==> src/rtl/iter_shifter_pkg.sv <==
// Shared encodings for the iterative shifter: operation codes and FSM state values.
package iter_shifter_pkg;

   typedef enum logic [1:0] {
      SHIFT_SLL  = 2'b00,
      SHIFT_SRL  = 2'b01,
      SHIFT_SRA  = 2'b10,
      SHIFT_PASS = 2'b11
   } shift_op_t;

   typedef enum logic [1:0] {
      ST_IDLE  = 2'b00,
      ST_SHIFT = 2'b01,
      ST_DONE  = 2'b10
   } state_t;

endpackage

==> src/rtl/iter_shifter.sv <==
// Multi-cycle shifter: SLL/SRL/SRA one bit per clock under a start/done handshake,
// so the multi-cycle controller can hold EXE until done pulses.
module iter_shifter
   import iter_shifter_pkg::*;
#(
   parameter int WIDTH = 32,
   parameter int SHW   = 5
) (
   input  logic             clk,
   input  logic             rstn,
   input  logic             start,
   input  logic [1:0]       shift_op,
   input  logic [WIDTH-1:0] data_in,
   input  logic [WIDTH-1:0] shamt_in,
   output logic             busy,
   output logic             done,
   output logic [WIDTH-1:0] result
);

   state_t           state_reg, state_next;
   shift_op_t        op_reg, op_next;
   logic [SHW-1:0]   count_reg, count_next;
   logic [WIDTH-1:0] work_reg, work_next;

   // Only the low SHW bits of the extended shift amount are meaningful.
   logic unused_shamt_hi;
   assign unused_shamt_hi = ^shamt_in[WIDTH-1:SHW];

   function automatic logic [WIDTH-1:0] shift_step(input logic [WIDTH-1:0] v,
                                                   input shift_op_t       op);
      case (op)
         SHIFT_SLL: shift_step = {v[WIDTH-2:0], 1'b0};
         SHIFT_SRL: shift_step = {1'b0, v[WIDTH-1:1]};
         SHIFT_SRA: shift_step = {v[WIDTH-1], v[WIDTH-1:1]};
         default:   shift_step = v;
      endcase
   endfunction

   always_ff @(posedge clk or negedge rstn) begin
      if (!rstn) begin
         state_reg <= ST_IDLE;
         op_reg    <= SHIFT_SLL;
         count_reg <= '0;
         work_reg  <= '0;
      end else begin
         state_reg <= state_next;
         op_reg    <= op_next;
         count_reg <= count_next;
         work_reg  <= work_next;
      end
   end

   always_comb begin
      state_next = state_reg;
      op_next    = op_reg;
      count_next = count_reg;
      work_next  = work_reg;
      busy       = 1'b0;
      done       = 1'b0;
      case (state_reg)
         ST_IDLE, ST_DONE: begin
            done = (state_reg == ST_DONE);
            if (start) begin
               work_next  = data_in;
               op_next    = shift_op_t'(shift_op);
               count_next = shamt_in[SHW-1:0];
               if (shamt_in[SHW-1:0] == '0 || shift_op == SHIFT_PASS)
                  state_next = ST_DONE;
               else
                  state_next = ST_SHIFT;
            end else begin
               state_next = ST_IDLE;
            end
         end
         ST_SHIFT: begin
            busy       = 1'b1;
            work_next  = shift_step(work_reg, op_reg);
            count_next = count_reg - 1'b1;
            if (count_reg == SHW'(1))
               state_next = ST_DONE;
         end
         default: state_next = ST_IDLE;
      endcase
   end

   // The working register is the result; it only changes on accept or while shifting.
   assign result = work_reg;

endmodule

==> config.mk <==
export PLATFORM = sky130hd
export DESIGN_NAME = iter_shifter
export DESIGN_NICKNAME = d
export VERILOG_FILES = /design/src/rtl/iter_shifter_pkg.sv /design/src/rtl/iter_shifter.sv
export SDC_FILE = /design/constraint.sdc
export NUM_CORES = 1
export LEC_CHECK = 0
export BUFFER_PORTS_ARGS = -buffer_cell sky130_fd_sc_hd__buf_2
export CAP_MARGIN = 25
export CORE_UTILIZATION = 40
export DETAILED_ROUTE_END_ITERATION = 8
export GPL_TIMING_DRIVEN = 0
export PLACE_DENSITY = 0.7
export SLEW_MARGIN = 5
export SYNTH_ARGS = -nofsm -noshare
export SYNTH_HDL_FRONTEND = slang
export SYNTH_SLANG_ARGS = --single-unit
==> constraint.sdc <==
create_clock -name clk -period 1.6 [get_ports clk]
set_input_delay 0.32 -clock clk [delete_from_list [all_inputs] [get_ports clk]]
set_output_delay 0.32 -clock clk [all_outputs]
set_load 0.005 [all_outputs]
==> flow_summary.yaml <==
floorplan:
  die_area_um2: 6970
  die_h_um: 83.5
  core_um2: 6390
  start_util_pct: 41.6
  row_count: 29
  pin_count: 103
  fp.dieW_um: 83.5
routing:
  avgRoutedWirePerCell_um: 18.7
  top_layer: "met4"
  antenna_left: 0
  firstDrtPassIters: 5
  dr_wl_met2_um: 4120
  drc: 0
  drt_iter0_markers: 164
  routedLengthMet1_um: 3660
  viasPerCell: 6.33
  wirelength_um: 8440
  met3_length_um: 472
  vias: 2862
cts:
  cts-htree-levels: 2
  clk_pin_slew_ns: 0.08
  clk_latency_ns: 0.30
  cts_sinks: 41
  cts_buffers: 5
  clk_path_buf_depth: 2
  hold_buffers: 0
  cts_tree: "built"
  cts_root_buf: "clkbuf_8"
critical_path:
  crit_type: "flop to flop"
  worst_r2r_path_depth: 7
  critical_path_required_ns: 1.82
  critPathMaxFanout: 10
  start_kind: "flop"
  reg2reg_from: "op_reg[0]"
  critPathArrivalTime_ns: 1.96
  cp-end-kind: "flop"
  r2r_setup_slack_ns: -0.14
  r2r_end: "result[27]"
timing:
  finClkSkew_ns: 0.00785
  maxSlewViolCount: 0
  tightest_slew_ns: 0.929
  finalWorstSetupSlack_ns: -0.136
  hold_viol: 0
  min_period_ns: 1.74
  fmax_mhz: 576
  tns_ns: -3.56
  finalCritPeriodShare_pct: 109
  rsz0062_at_grt: "true"
  fin_hold_ws_ns: 0.157
  finalSetupViolations: 31
  slew_headroom_pct: 38.1
layout:
  largest_reg_flops: 32
  syn2layout_area_growth_pct: 36.1
  final_area_um2: 3610
  final_nets: 449
  drive_gt1_share_pct: 45.9
  final_common_cell: "buf_2"
  diodes: 0
  layout_common_cells: "buf_2 (84), dfrtp_1 (39), a21oi_1 (32), nand4_1 (30), a211oi_2 (28)"
status:
  status: "finished with violations"
  violations: "setup timing"
logic_synthesis:
  avgSynthCellArea_um2: 9.26
  syn_inst: 287
  synth_flop_cell: "dfrtp_1"
  yosysWarnings: 0
  synth_seq_area_share_pct: 38.6
  synth.cell_area_um2: 2660
  synth_edf_count: 0
  yosys_register_bits: 41
  synth_cell_types: 32
  syn_nets: 362
  ys_async_sr_fraction_pct: 100
grt:
  grt_pass1_vias: 2737
  antenna_found_initial: 0
  grt.overflow.total: 0
  gr-usage-all-layers_pct: 23.6
  grt_max_degree: 42
  grt_pass1_wl_um: 13300
place:
  io_buffers: 75
  dp.final_hpwl_um: 5730
  gp_congestion: 0.815
  dpl-instance-area_um2: 3310
  place_ws_ns: -0.391
hold_path:
  hold_class: "primary input to async pin"
run:
  drv_cap: 0
power_and_ir_drop:
  p_per_area_nw_per_um2: 2490
  vdd_drop_max_v: 0.00149
  p_leak_nw: 1.42
  finalPower_w: 0.00901
[metal layers]
layer / GRT usage (%) / vias to the layer above
met5: 0 / -
met4: 10.0 / 0
met3: 4.06 / 19
met2: 37.0 / 121
met1: 32.3 / 1407
li1: - / 1315
[cells by family after synthesis]
| group | Yosys count | share of synthesized area, % |
|---|---|---|
| buffers and inverters | 45 | 8.20 |
| AO/OA/AOI/OAI | 111 | 27.0 |
| adder cells (fa/ha/maj) | 6 | 2.83 |
| flip-flops | 41 | 38.6 |
| AND/OR/NAND/NOR | 82 | 22.7 |
| multiplexers | 1 | 0.377 |
| XOR/XNOR | 1 | 0.330 |
[synth_stat cells (2+ instances only)]
cell	count	area (um2)
nand4_1	30	188
a211oi_1	34	255
a31oi_1	33	206
nor2b_1	4	25.0
clkbuf_1	19	71.3
ha_1	6	75.1
nor2_1	5	18.8
nand2b_1	2	12.5
a21oi_1	32	160
nand2_1	4	15.0
buf_6	4	45.0
o22ai_1	2	12.5
o21ai_0	2	10.0
nor4bb_1	31	310
inv_1	6	22.5
buf_2	15	75.1
nor3_1	3	15.0
dfrtp_1	41	1030
[metrics by stage]
stage,cells,util [%]
final,452,56.6
after global routing,452,56.6
after global placement,439,51.8
after floorplan,287,-
after CTS,450,54.0
after detailed placement,439,51.8
[cell type report]
type | count | area (um2)
inverter | 7 | 26.3
clock inverter | 2 | 10.0
buffer | 38 | 254
timing repair buffer | 80 | 413
fill | 590 | 2770
sequential | 41 | 1030
tap | 77 | 96.3
multi-input combinational | 201 | 1710
clock buffer | 6 | 72.6
[repair_timing]
item / 4_1_cts / 5_1_grt
pin swaps: 0 / 4
gates resized for setup: 19 / 27
endpoints found under the setup margin: 34 / 34
buffers inserted: 3 / 2
[worst max-delay path by stage]
stage	start	endpoint	cells after the start
2_1_floorplan	op_reg[0]	result[0]	7
3_3_place_gp	op_reg[1]	result[27]	6
3_5_place_dp	op_reg[1]	result[27]	6
4_1_cts	op_reg[1]	result[14]	7
5_1_grt	op_reg[0]	result[16]	7
6_report	op_reg[0]	result[27]	7
[power by group]
part	internal (W)	leakage, nW	switching, W	total, W
Sequential	0.00160	0.467	0.000653	0.00226
Clock	0.000303	0.0450	0.000371	0.000674
Combinational	0.00267	0.904	0.00341	0.00608
Total	0.00458	1.42	0.00444	0.00901
[worst max-delay path, cell delays in order (launching register included)]
cell	delay [ns]
dfrtp_1	0.37
inv_2	0.07
ha_2	0.19
or3_4	0.38
buf_6	0.14
a21o_4	0.22
buf_6	0.15
a31oi_1	0.14
No activity file was read; power rests on OpenSTA's default activity.
